===== src/rtl/core_mem_access_if.sv =====
// ---------------------------------------------------------------------------
// core_mem_access_if
// Request/acknowledge port between the memory-stage access unit and the local
// data cache.
//   dc_req     : request, held high until dc_ack
//   dc_we      : 1 = write, 0 = read
//   dc_addr    : word-aligned byte address
//   dc_wdata   : lane-replicated store data
//   dc_byte_en : byte-lane enables, little-endian
//   dc_ack     : one-cycle completion pulse from the cache
//   dc_rdata   : read word, valid together with dc_ack
// Modports: master = access unit, slave = data cache.
// ---------------------------------------------------------------------------
interface core_mem_access_if #(
  parameter int ADDR_W = 32
) ();
  logic              dc_req;
  logic              dc_we;
  logic [ADDR_W-1:0] dc_addr;
  logic [31:0]       dc_wdata;
  logic [3:0]        dc_byte_en;
  logic              dc_ack;
  logic [31:0]       dc_rdata;

  modport master (
    output dc_req, dc_we, dc_addr, dc_wdata, dc_byte_en,
    input  dc_ack, dc_rdata
  );

  modport slave (
    input  dc_req, dc_we, dc_addr, dc_wdata, dc_byte_en,
    output dc_ack, dc_rdata
  );
endinterface


===== src/rtl/core_mem_access.sv =====
// ---------------------------------------------------------------------------
// core_mem_access
// Memory-stage access unit. Converts load/store control from the ex/mem
// register into a req/ack transaction on the data-cache port, formats load
// data, and signals mem/wb when the stage is complete.
// Ports:
//   clk, rst         : clock (rising edge), asynchronous active-low reset
//   mem_read/write   : load / store in mem stage (both set = load)
//   mem_size         : 00 byte, 01 half, 10/11 word
//   mem_unsigned     : 1 = zero-extend loads, 0 = sign-extend
//   mem_addr         : byte address
//   mem_wdata        : store data
//   dc               : data-cache port (core_mem_access_if.master)
//   read_memdata     : formatted load result
//   v_read_memdata   : stage complete, mem/wb may capture
//   mem_stall        : freezes upstream stages (~v_read_memdata out of reset)
//   mem_misalign     : misaligned-access flag
// Optional feature macro: MEM_MISALIGN_CHECK_EN -- when defined, misaligned
// half/word accesses skip the cache and complete with mem_misalign=1.
// ---------------------------------------------------------------------------
module core_mem_access #(
  parameter int ADDR_W = 32
) (
  input  logic                clk,
  input  logic                rst,
  input  logic                mem_read,
  input  logic                mem_write,
  input  logic [1:0]          mem_size,
  input  logic                mem_unsigned,
  input  logic [ADDR_W-1:0]   mem_addr,
  input  logic [31:0]         mem_wdata,
  core_mem_access_if.master   dc,
  output logic [31:0]         read_memdata,
  output logic                v_read_memdata,
  output logic                mem_stall,
  output logic                mem_misalign
);

  typedef enum logic [1:0] {IDLE, BUSY, DONE} state_t;

  state_t            state_reg;
  logic              dc_req_reg;
  logic              dc_we_reg;
  logic [ADDR_W-1:0] dc_addr_reg;
  logic [31:0]       dc_wdata_reg;
  logic [3:0]        dc_byte_en_reg;
  logic [31:0]       read_memdata_reg;
  // Access attributes captured at issue so formatting does not depend on the
  // upstream register still holding the same instruction at ack time.
  logic [1:0]        off_reg;
  logic [1:0]        size_reg;
  logic              uns_reg;

  logic        op;
  logic [3:0]  byte_en_next;
  logic [31:0] wdata_next;
  logic [7:0]  load_byte;
  logic [15:0] load_half;
  logic [31:0] load_fmt;

  assign op = mem_read | mem_write;

  always_comb begin
    byte_en_next = 4'b1111;
    wdata_next   = mem_wdata;
    case (mem_size)
      2'b00: begin
        byte_en_next = 4'b0001 << mem_addr[1:0];
        wdata_next   = {4{mem_wdata[7:0]}};
      end
      2'b01: begin
        byte_en_next = mem_addr[1] ? 4'b1100 : 4'b0011;
        wdata_next   = {2{mem_wdata[15:0]}};
      end
      default: begin
        byte_en_next = 4'b1111;
        wdata_next   = mem_wdata;
      end
    endcase
  end

  // Load formatting from the captured lane offset / size / signedness.
  always_comb begin
    load_byte = dc.dc_rdata[7:0];
    case (off_reg)
      2'd0:    load_byte = dc.dc_rdata[7:0];
      2'd1:    load_byte = dc.dc_rdata[15:8];
      2'd2:    load_byte = dc.dc_rdata[23:16];
      default: load_byte = dc.dc_rdata[31:24];
    endcase
    load_half = off_reg[1] ? dc.dc_rdata[31:16] : dc.dc_rdata[15:0];
    case (size_reg)
      2'b00:   load_fmt = {{24{~uns_reg & load_byte[7]}}, load_byte};
      2'b01:   load_fmt = {{16{~uns_reg & load_half[15]}}, load_half};
      default: load_fmt = dc.dc_rdata;
    endcase
  end

`ifdef MEM_MISALIGN_CHECK_EN
  logic misalign_now;
  logic mem_misalign_reg;

  always_comb begin
    case (mem_size)
      2'b00:   misalign_now = 1'b0;
      2'b01:   misalign_now = mem_addr[0];
      default: misalign_now = |mem_addr[1:0];
    endcase
  end

  assign mem_misalign = mem_misalign_reg;
`else
  assign mem_misalign = 1'b0;
`endif

  always_ff @(posedge clk or negedge rst) begin
    if (!rst) begin
      state_reg        <= IDLE;
      dc_req_reg       <= 1'b0;
      dc_we_reg        <= 1'b0;
      dc_addr_reg      <= '0;
      dc_wdata_reg     <= '0;
      dc_byte_en_reg   <= '0;
      read_memdata_reg <= '0;
      off_reg          <= '0;
      size_reg         <= '0;
      uns_reg          <= 1'b0;
`ifdef MEM_MISALIGN_CHECK_EN
      mem_misalign_reg <= 1'b0;
`endif
    end else begin
      case (state_reg)
        IDLE: begin
          if (op) begin
`ifdef MEM_MISALIGN_CHECK_EN
            if (misalign_now) begin
              // Complete without touching the cache.
              mem_misalign_reg <= 1'b1;
              read_memdata_reg <= '0;
              state_reg        <= DONE;
            end else
`endif
            begin
              dc_req_reg     <= 1'b1;
              dc_we_reg      <= ~mem_read & mem_write;
              dc_addr_reg    <= {mem_addr[ADDR_W-1:2], 2'b00};
              dc_wdata_reg   <= wdata_next;
              dc_byte_en_reg <= byte_en_next;
              off_reg        <= mem_addr[1:0];
              size_reg       <= mem_size;
              uns_reg        <= mem_unsigned;
              state_reg      <= BUSY;
            end
          end
        end
        BUSY: begin
          if (dc.dc_ack) begin
            dc_req_reg <= 1'b0;
            if (!dc_we_reg) read_memdata_reg <= load_fmt;
            state_reg  <= DONE;
          end
        end
        DONE: begin
          // The upstream op is still visible here; it belongs to the
          // instruction just completed, so no new request is issued.
`ifdef MEM_MISALIGN_CHECK_EN
          mem_misalign_reg <= 1'b0;
`endif
          state_reg <= IDLE;
        end
        default: state_reg <= IDLE;
      endcase
    end
  end

  always_comb begin
    v_read_memdata = 1'b0;
    if (rst) begin
      if (state_reg == DONE)                 v_read_memdata = 1'b1;
      else if (state_reg == IDLE && !op)     v_read_memdata = 1'b1;
    end
  end

  assign mem_stall     = rst & ~v_read_memdata;
  assign read_memdata  = read_memdata_reg;
  assign dc.dc_req     = dc_req_reg;
  assign dc.dc_we      = dc_we_reg;
  assign dc.dc_addr    = dc_addr_reg;
  assign dc.dc_wdata   = dc_wdata_reg;
  assign dc.dc_byte_en = dc_byte_en_reg;

endmodule


===== src/flat_wrapper.sv =====
// flat-port wrapper written by rule: the top's interface ports become plain ports
module core_mem_access_flat 
#(
  parameter int ADDR_W = 32
)
  (clk, rst, mem_read, mem_write, mem_size, mem_unsigned, mem_addr, mem_wdata, read_memdata, v_read_memdata, mem_stall, mem_misalign, dc_dc_req, dc_dc_we, dc_dc_addr, dc_dc_wdata, dc_dc_byte_en, dc_dc_ack, dc_dc_rdata);
  core_mem_access_if #(.ADDR_W(ADDR_W)) dc_i ();
  input  logic clk;
  input  logic rst;
  input  logic mem_read;
  input  logic mem_write;
  input  logic [1:0] mem_size;
  input  logic mem_unsigned;
  input  logic [ADDR_W-1:0] mem_addr;
  input  logic [31:0] mem_wdata;
  output logic [31:0] read_memdata;
  output logic v_read_memdata;
  output logic mem_stall;
  output logic mem_misalign;
  output wire logic [$bits(dc_i.dc_req)-1:0] dc_dc_req;
  output wire logic [$bits(dc_i.dc_we)-1:0] dc_dc_we;
  output wire logic [$bits(dc_i.dc_addr)-1:0] dc_dc_addr;
  output wire logic [$bits(dc_i.dc_wdata)-1:0] dc_dc_wdata;
  output wire logic [$bits(dc_i.dc_byte_en)-1:0] dc_dc_byte_en;
  input wire logic [$bits(dc_i.dc_ack)-1:0] dc_dc_ack;
  input wire logic [$bits(dc_i.dc_rdata)-1:0] dc_dc_rdata;
  assign dc_dc_req = dc_i.dc_req;
  assign dc_dc_we = dc_i.dc_we;
  assign dc_dc_addr = dc_i.dc_addr;
  assign dc_dc_wdata = dc_i.dc_wdata;
  assign dc_dc_byte_en = dc_i.dc_byte_en;
  assign dc_i.dc_ack = dc_dc_ack;
  assign dc_i.dc_rdata = dc_dc_rdata;
  core_mem_access #(.ADDR_W(ADDR_W)) u_core (.clk(clk), .rst(rst), .mem_read(mem_read), .mem_write(mem_write), .mem_size(mem_size), .mem_unsigned(mem_unsigned), .mem_addr(mem_addr), .mem_wdata(mem_wdata), .dc(dc_i), .read_memdata(read_memdata), .v_read_memdata(v_read_memdata), .mem_stall(mem_stall), .mem_misalign(mem_misalign));
endmodule

===== config.mk =====
export PLATFORM = sky130hd
export DESIGN_NAME = core_mem_access_flat
export DESIGN_NICKNAME = d
export VERILOG_FILES = /design/src/rtl/core_mem_access_if.sv /design/src/rtl/core_mem_access.sv /design/src/flat_wrapper.sv
export SDC_FILE = /design/constraint.sdc
export NUM_CORES = 1
export LEC_CHECK = 0
export ABC_AREA = 1
export CAP_MARGIN = 20
export CORE_MARGIN = 2
export CORE_UTILIZATION = 44
export DETAILED_ROUTE_END_ITERATION = 8
export GPL_TIMING_DRIVEN = 0
export PLACE_DENSITY = 0.79
export SLEW_MARGIN = 0
export SYNTH_ARGS = -nofsm -noshare
export SYNTH_HDL_FRONTEND = slang
export SYNTH_SLANG_ARGS = --single-unit

===== constraint.sdc =====
create_clock -name clk -period 1.6 [get_ports clk]
set_input_delay 0.32 -clock clk [delete_from_list [all_inputs] [get_ports clk]]
set_output_delay 0.32 -clock clk [all_outputs]
set_load 0.02 [all_outputs]

# Word-level counts from Yosys, hierarchy flattened
# Index checks and enable logic that the tools add are counted.
[op_classes]
n_eq_ne = 8
shift = 1
n_mux = 15
bitwise = 9
reduce_logical = 11
[ops]
columns = ["operator", "count"]
rows = [
  ["one-hot mux 32 bit (2 select lines)", 2],
  ["one-hot mux 8 bit (3 select lines)", 1],
  ["2-to-1 mux 16 bit", 1],
  ["== test 2 x 1 -> 1 bit (second input constant)", 4],
  ["logical NOT 2 bit", 4],
  ["one-hot mux 4 bit (2 select lines)", 1],
  ["AND reduction 3 bit", 2],
  ["2-to-1 mux 1 bit", 5],
  ["bitwise AND 1 bit", 4],
  ["== test 2 bit (second input constant)", 2],
  ["2-to-1 mux 2 bit", 2],
  ["2-to-1 mux 4 bit", 1],
  ["inverter 1 bit", 4],
  ["one-hot mux 2 bit (2 select lines)", 1],
  ["AND reduction 2 bit", 2],
  ["<< shifter 1 x 2 -> 4 bit (first input constant)", 1],
  ["inequality test 2 x 1 -> 1 bit (second input constant)", 1],
  ["inequality test 2 bit (second input constant)", 1],
  ["one-hot mux 1 bit (2 select lines)", 1],
  ["nonzero test 2 bit", 1],
  ["logical AND 1 bit", 1],
  ["logical NOT 1 bit", 1],
  ["bitwise OR 1 bit", 1],
]
[totals]
ff_bits = 107
in_bits = 104
output_inout_bits = 105
elab_cells = 54

# Longest topological paths before layout
# Gate-level depths: netlist of run 1.
[depth]
depth_word = 8
mapped_depth = 9
ltp_nobuf = 8

# Least setup slack after synthesis of run 1
# No wires, ideal clock.
[synth_timing]
path_kind = "input to output"
from = "in mem_write"
to = "out v_read_memdata"
arrival_ns = 1.047
required_time_ns = 1.280
setup_slack_ns = 0.233
stages = 4
path_buffers = 0
path_cell_list = "or2_1 > a21oi_1 > inv_1 > nor2_1"
[synth_between]
elab_chain_len = 6
[synth_rtl]
columns = ["element", "line", "text"]
rows = [
  ["from (decl)", "flat_wrapper.sv:11", "input logic mem_write;"],
  ["bitwise OR 1 bit", "core_mem_access.sv:61", "assign op = mem_read | mem_write;"],
  ["logical NOT 1 bit", "core_mem_access.sv:180", "else if (state_reg == IDLE && !op) v_read_memdata = 1'b1;"],
  ["logical AND 1 bit", "core_mem_access.sv:180", ""],
  ["2-to-1 mux 1 bit", "core_mem_access.sv:180", ""],
  ["2-to-1 mux 1 bit", "core_mem_access.sv:179", "if (state_reg == DONE) v_read_memdata = 1'b1;"],
  ["2-to-1 mux 1 bit", "core_mem_access.sv:178", "if (rst) begin"],
  ["to (decl)", "flat_wrapper.sv:17", "output logic v_read_memdata;"],
]
# No other way between the ends.

# Final worst setup path of run 1
# Ends and elaborated chain as after synthesis.

==> Implementation_results.wiki, run 1 <==
{| class="wikitable"
! Metric !! Value
|-
| Diode insertion count for antenna repair || 0
|-
| Total number of vias || 5156
|-
| Most common cell after layout, fill and taps aside || sky130_fd_sc_hd__nand2_1
|-
| Critical path destination || v_read_memdata
|-
| Average wire per cell in the routed design || 16.3 µm
|-
| Share of cell area taken by muxes after synthesis || 0
|-
| Busiest metal layer after global routing || met2
|-
| DP Wirelength || 12600 µm
|-
| Skew-Pair Late Insertion Delay || 340 ps
|-
| Type of the worst setup path || in -> out
|-
| CP Max Fanout || 2
|-
| Number of global-route vias before repair || 5361
|-
| Ratio of cells with drive above 1 in the final layout || 0.115
|-
| Clock-pin slew on the worst setup and hold paths || 70 ps
|-
| Placement-stage worst setup slack || -662 ps
|-
| Critical path launch point || mem_write
|-
| Terminus of the critical flop-to-flop path || u_core.dc.dc_wdata[18]
|-
| Combinational family with the most area after synthesis || simple AND/OR/NAND/NOR gates
|-
| Drt via density || 5.03
|-
| Outcome || complete, no violations
|-
| Seq cells post-synth || 107
|-
| Met1 demand-to-capacity share in global routing || 0.337
|-
| Simple-gate area share of the yosys netlist || 0.283
|-
| Max-slew violations || 0
|-
| Register-to-register setup slack || 120 ps
|-
| Core area || 11500 µm²
|-
| Detailed-router iteration count before antenna repair || 5
|-
| Number of standard cells in the layout, taps in and fillers out || 1025
|-
| Post-Route Hold Slack || 286 ps
|-
| Clock tree from TritonCTS || built
|-
| Wire length of the first global-routing pass || 27200 µm
|-
| Min cycle time layout || 1580 ps
|-
| Number of hold-slack violations in the final timing report || 0
|-
| Synthesis Warnings || 0
|-
| Total power divided by cell area || 1910 nW/µm²
|-
| H-tree levels || 3
|-
| Global-route usage over all layers || 0.270
|-
| Period Utilization, post-route || 0.985
|-
| Largest vdd supply drop || 1040 µV
|-
| Number of cell instances on the worst register-to-register path || 4
|-
| DRT Wirelength || 16800 µm
|-
| Met3 usage in global routing || 0.0852
|-
| CTS Sinks || 107
|-
| Synthesized-area fraction occupied by ao, oa, aoi and oai cells || 0.119
|-
| Hold Crit Class || in -> reg
|-
| Synth async-reset ratio || 1.00
|-
| Count of maximum capacitance violations || 0
|-
| Cells after synthesis || 655
|-
| Syn_area_per_cell || 7.95 µm²
|-
| Critical path capture point type || output pin
|-
| Count of filler cells inserted in the layout || 1007
|-
| Crit path DAT || 1260 ps
|-
| Sequential standard cell area || 2680 µm²
|-
| Setup slack after layout || 23.6 ps
|-
| Antenna violations before repair || 0
|-
| Final count of negative-setup-slack endpoints || 0
|-
| Leading cell types in the layout, fill and taps excluded || sky130_fd_sc_hd__nand2_1 (222), sky130_fd_sc_hd__dfrtp_1 (107), sky130_fd_sc_hd__dlygate4sd2_1 (101)
|-
| Total area of multi-input combinational cells || 2120 µm²
|-
| Ports || 209
|-
| Fraction of the core area covered by cells at the end of the flow || 0.672
|-
| Max Root-Sink Buffers || 2
|-
| Number of routed nets with antenna violations || 0
|-
| Transition time of the tightest slew-check pin || 537 ps
|-
| Detailed-route DRC error count || 0
|-
| Setup repair after global routing missed its margin || true
|-
| Critical path data required time || 1280 ps
|-
| Number of DRC markers after the initial detailed-route iteration || 331
|-
| Post-Synthesis Cell Area || 5200 µm²
|-
| Cell total after placement || 1005
|-
| Synthesis-to-layout area growth || 48.1%
|-
| Largest net degree at the start of global routing || 72
|-
| I/O Buffers || 204
|-
| Number of buffers created by CTS || 9
|-
| Setup crit start kind || input port
|-
| Met2 usage in global routing || 0.448
|-
| Die extent in y || 113 µm
|-
| Number of enable flip-flop cells after synthesis || 0
|-
| Leakage component of the power || 3.92 nW
|-
| Root buffer cell || sky130_fd_sc_hd__clkbuf_16
|-
| Die outline width || 113 µm
|-
| Beginning of the worst register-to-register path || u_core.state_reg[0]
|-
| Synth Area in Adders || 0
|-
| Remaining global-route overflow || 0
|-
| Setup clock skew after layout || 8.89 ps
|-
| Area of the die || 12700 µm²
|-
| Placer Congestion || 0.870
|-
| Sequential-to-total area share from yosys stat || 0.514
|-
| Fraction of synthesized cell area in xor and xnor cells || 0
|-
| Timing-limited maximum frequency || 0.634 GHz
|-
| Final-stage net count || 981
|-
| Main synth FF type || sky130_fd_sc_hd__dfrtp_1
|-
| Tightest slew margin relative to the limit || 0.642
|-
| Count of distinct cell types in the synthesized netlist || 31
|-
| Number of core rows || 39
|-
| Starting density of the core || 0.454
|}
logic make-up (layout without fill, tap and decap cells):
kind of cell	after synthesis	in the layout
simple gates	334	334
compound gates	120	120
flops	107	107
buf+inv	93	318
other cells	1	3
cell type report:
class | instances | area share
flip-flops and latches | 107 | 0.347
clock inverters | 5 | 0.00747
plain buffers | 39 | 0.0307
repair buffers | 209 | 0.258
multi-input cells | 457 | 0.275
well taps | 143 | 0.0232
clock buffers | 11 | 0.0315
inverters | 54 | 0.0266
critical path, cell delays in order:
cell	delay, ps
sky130_fd_sc_hd__dlygate4sd2_1	230
sky130_fd_sc_hd__or2_1	230
sky130_fd_sc_hd__a21oi_2	160
sky130_fd_sc_hd__inv_1	60
sky130_fd_sc_hd__nor2_1	100
sky130_fd_sc_hd__buf_4	150
synthesized netlist by cell type, types with 6 or more instances:
| library cell | count | area share |
|---|---|---|
| sky130_fd_sc_hd__nand2_1 | 223 | 0.16 |
| sky130_fd_sc_hd__dfrtp_1 | 107 | 0.51 |
| sky130_fd_sc_hd__a21oi_1 | 57 | 0.055 |
| sky130_fd_sc_hd__inv_1 | 50 | 0.036 |
| sky130_fd_sc_hd__o21ai_0 | 46 | 0.044 |
| sky130_fd_sc_hd__nor2_1 | 45 | 0.032 |
| sky130_fd_sc_hd__nand3_1 | 22 | 0.021 |
| sky130_fd_sc_hd__or2_2 | 21 | 0.025 |
| sky130_fd_sc_hd__clkbuf_1 | 16 | 0.012 |
| sky130_fd_sc_hd__nand3_2 | 11 | 0.021 |
| sky130_fd_sc_hd__o21ai_1 | 10 | 0.0096 |
| sky130_fd_sc_hd__buf_2 | 9 | 0.0087 |
| sky130_fd_sc_hd__buf_4 | 7 | 0.010 |
| sky130_fd_sc_hd__buf_6 | 6 | 0.013 |
worst min-delay path by stage:
stage	end	cells after the start	slack [ps]	start
final	u_core.dc.dc_we	2	290	mem_read
after global routing	u_core.dc.dc_we	2	290	mem_read
after CTS	u_core.dc.dc_we	2	280	mem_read
after detailed placement	u_core.read_memdata[4]	1	330	rst
after global placement	u_core.dc.dc_addr[15]	2	460	u_core.dc.dc_addr[15]
after floorplan	u_core.dc.dc_addr[10]	0	20	rst
per-stage QoR:
stage	instance area [µm²]	TNS, ps	total power, W
2_1_floorplan	5210	0	0.00945
3_3_place_gp	7430	-439760	0.0132
3_5_place_dp	7460	-22440	0.0134
4_1_cts	7690	0	0.0148
5_1_grt	7710	-20.5	0.0158
6_report	7710	0	0.0147
report_power, final:
part / internal, W / switching [W] / total [W]
registers: 0.00403 / 0.000730 / 0.00476
logic: 0.00288 / 0.00484 / 0.00772
clock network: 0.00127 / 0.00101 / 0.00227
metal layers:
layer  up-vias  wire [µm]  share of wire
met5         -          0              0
met3        26       1710           0.10
met2       209       7980           0.48
met4         0        342          0.020
li1       2492          -              -
met1      2429       6730           0.40
what timing repair did:
item                                    CTS  global route
setup buffers                             1             0
pin swaps                                 3             2
hold buffers                              3             0
endpoints found under the setup margin  102            30
hold endpoints to repair                 36             0
gates resized for setup                 113            15
Power figures use the tool's default switching activity.
==> run 2, diff against run 1 <==
- CAP_MARGIN: 20 -> 15
- CELL_PAD_IN_SITES_DETAIL_PLACEMENT: not set -> 0
- CELL_PAD_IN_SITES_GLOBAL_PLACEMENT: not set -> 1
- CORE_UTILIZATION: 44 -> 31
==> run 2 against run 1 <==
The flow now finishes with violations (negative hold slack). Maximum frequency rose by 1.4%. Sequential power is essentially flat. Largest cell class unchanged. Register-to-register slack about the same. Critical endpoint unchanged. Setup slack improved by 21 ps. Combinational power decreased by 0.9%.
==> Implementation_results.wiki, run 2 (synthesized netlist as in run 1, its figures left out) <==
{| class="wikitable"
! Metric !! Value
|-
| Type of the worst setup path || in -> out
|-
| Total area of multi-input combinational cells || 2100 µm²
|-
| CP Max Fanout || 2
|-
| Count of filler cells inserted in the layout || 1680
|-
| Register-to-register setup slack || 120 ps
|-
| Most common cell after layout, fill and taps aside || sky130_fd_sc_hd__nand2_1
|-
| Top Family by Delay on Critical Path || buffers and inverters
|-
| Crit path DAT || 1240 ps
|-
| Ordered cell list for the critical path || dlygate4sd2_1 > or2_1 > a21oi_2 > inv_1 > nor2_1 > buf_4
|-
| Outcome || finished, violations left
|-
| Timing-limited maximum frequency || 0.643 GHz
|-
| Max Root-Sink Buffers || 2
|-
| Final-stage net count || 980
|-
| I/O Buffers || 204
|-
| Worst stage delay on the critical path || 250 ps
|-
| DRT Wirelength || 17000 µm
|-
| Setup slack after layout || 44.9 ps
|-
| Drt via density || 4.50
|-
| Global-route usage over all layers || 0.194
|-
| Ports || 209
|-
| Number of buffers created by CTS || 9
|-
| Clock tree from TritonCTS || built
|-
| Ratio of cells with drive above 1 in the final layout || 0.110
|-
| Core area || 16500 µm²
|-
| Critical path capture point type || output pin
|-
| Antenna violations before repair || 0
|-
| Period Utilization, post-route || 0.972
|-
| Hold buffer count at CTS || 1
|-
| Failing checks || negative hold slack
|-
| Root buffer cell || sky130_fd_sc_hd__clkbuf_16
|-
| Number of standard cells in the layout, taps in and fillers out || 1101
|-
| Transition time of the tightest slew-check pin || 842 ps
|-
| Placer Congestion || 0.847
|-
| Number of hold-slack violations in the final timing report || 44
|-
| CTS Sinks || 107
|-
| Sequential standard cell area || 2680 µm²
|-
| Wire length of the first global-routing pass || 27000 µm
|-
| Largest vdd supply drop || 770 µV
|-
| Skew-Pair Late Insertion Delay || 350 ps
|-
| Detailed-router iteration count before antenna repair || 4
|-
| Hold Crit Class || in -> async
|-
| H-tree levels || 3
|-
| Remaining global-route overflow || 0
|-
| Placement-stage worst setup slack || -635 ps
|-
| Largest net degree at the start of global routing || 46
|-
| Cell total after placement || 1082
|-
| Min cycle time layout || 1560 ps
|-
| Die extent in y || 134 µm
|-
| Area of the die || 17800 µm²
|-
| Leakage component of the power || 3.91 nW
|-
| Setup repair after global routing missed its margin || true
|-
| Count of maximum capacitance violations || 0
|-
| Synthesis-to-layout area growth || 49.4%
|-
| Number of core rows || 47
|-
| Average wire per cell in the routed design || 15.5 µm
|-
| Total number of vias || 4957
|-
| Detailed-route DRC error count || 0
|-
| Pwr Total || 0.0146 W
|-
| Max-slew violations || 0
|-
| Critical path data required time || 1280 ps
|-
| DP Wirelength || 12600 µm
|-
| Post-Route Hold Slack || -52.6 ps
|-
| Number of routed nets with antenna violations || 0
|-
| Total power divided by cell area || 1880 nW/µm²
|-
| Setup TNS || 0 ps
|-
| Diode insertion count for antenna repair || 0
|-
| Fraction of the core area covered by cells at the end of the flow || 0.471
|-
| Die outline width || 134 µm
|-
| Setup crit start kind || input port
|-
| Setup clock skew after layout || 9.86 ps
|-
| Leading cell types in the layout, fill and taps excluded || sky130_fd_sc_hd__nand2_1 (223), sky130_fd_sc_hd__dfrtp_1 (107), sky130_fd_sc_hd__dlygate4sd2_1 (102)
|-
| Clock-pin slew on the worst setup and hold paths || 80 ps
|-
| Count of buffer and inverter cells on the critical path || 3
|-
| Crit-path slowest cell || sky130_fd_sc_hd__or2_1
|-
| Starting density of the core || 0.315
|-
| Final count of negative-setup-slack endpoints || 0
|-
| Number of DRC markers after the initial detailed-route iteration || 265
|-
| Number of global-route vias before repair || 5083
|-
| Tightest slew margin relative to the limit || 0.437
|}
## run 2: power breakdown
part | total (W) | switching (W) | internal, W | leakage (nW)
Sequential | 0.00473 | 0.000705 | 0.00402 | 1.29
Clock | 0.00225 | 0.00115 | 0.00110 | 0.138
Combinational | 0.00765 | 0.00478 | 0.00287 | 2.48
## run 2: timing repair
item | CTS | global route
gates cloned | 1 | 0
setup buffers | 1 | 0
resized for setup | 113 | 10
endpoints found under the setup margin | 102 | 36
endpoints found under the hold margin | 18 | 44
pin swaps | 3 | 1
## run 2: per-layer routing
metal / track usage / part of all wire
met4: 0.0390 / 0.0062
met3: 0.0727 / 0.10
met5: 0 / 0
met2: 0.313 / 0.45
met1: 0.251 / 0.44
## run 2: stage by stage
stage	instance area, µm²	hold WS, ps
6_report	7780	-52.6
5_1_grt	7780	-45.5
4_1_cts	7770	-47.7
3_5_place_dp	7560	178
3_3_place_gp	7530	461
2_1_floorplan	5210	24.4
## run 2: path summary, 6_finish.rpt
kind	from	endpoint	cells after the start
max in group asynchronous	rst	u_core.read_memdata[30]	2
min in group clk	mem_read	u_core.dc.dc_we	2
max	mem_read	v_read_memdata	6
max reg2reg	u_core.dc.dc_we	u_core.read_memdata[28]	7
min	rst	u_core.dc.dc_addr[21]	2
min reg2reg	u_core.dc.dc_addr[22]	u_core.dc.dc_addr[22]	2
## run 2: layout make-up
class | instances | area share
Buffer | 39 | 0.0304
Tap cell | 220 | 0.0354
Inverter | 54 | 0.0264
Clock buffer | 9 | 0.0290
Sequential cell | 107 | 0.344
Clock inverter | 7 | 0.00853
Multi-Input combinational cell | 457 | 0.271
Timing Repair Buffer | 208 | 0.256
## run 2: worst register-to-register path, delay by kind of cell (launching register included)
family / cells / cell delay, ps
AOI/OAI and AO/OA: 1 / 260
buffers and inverters: 3 / 380
DFF: 1 / 380
and+or+nand+nor: 3 / 360
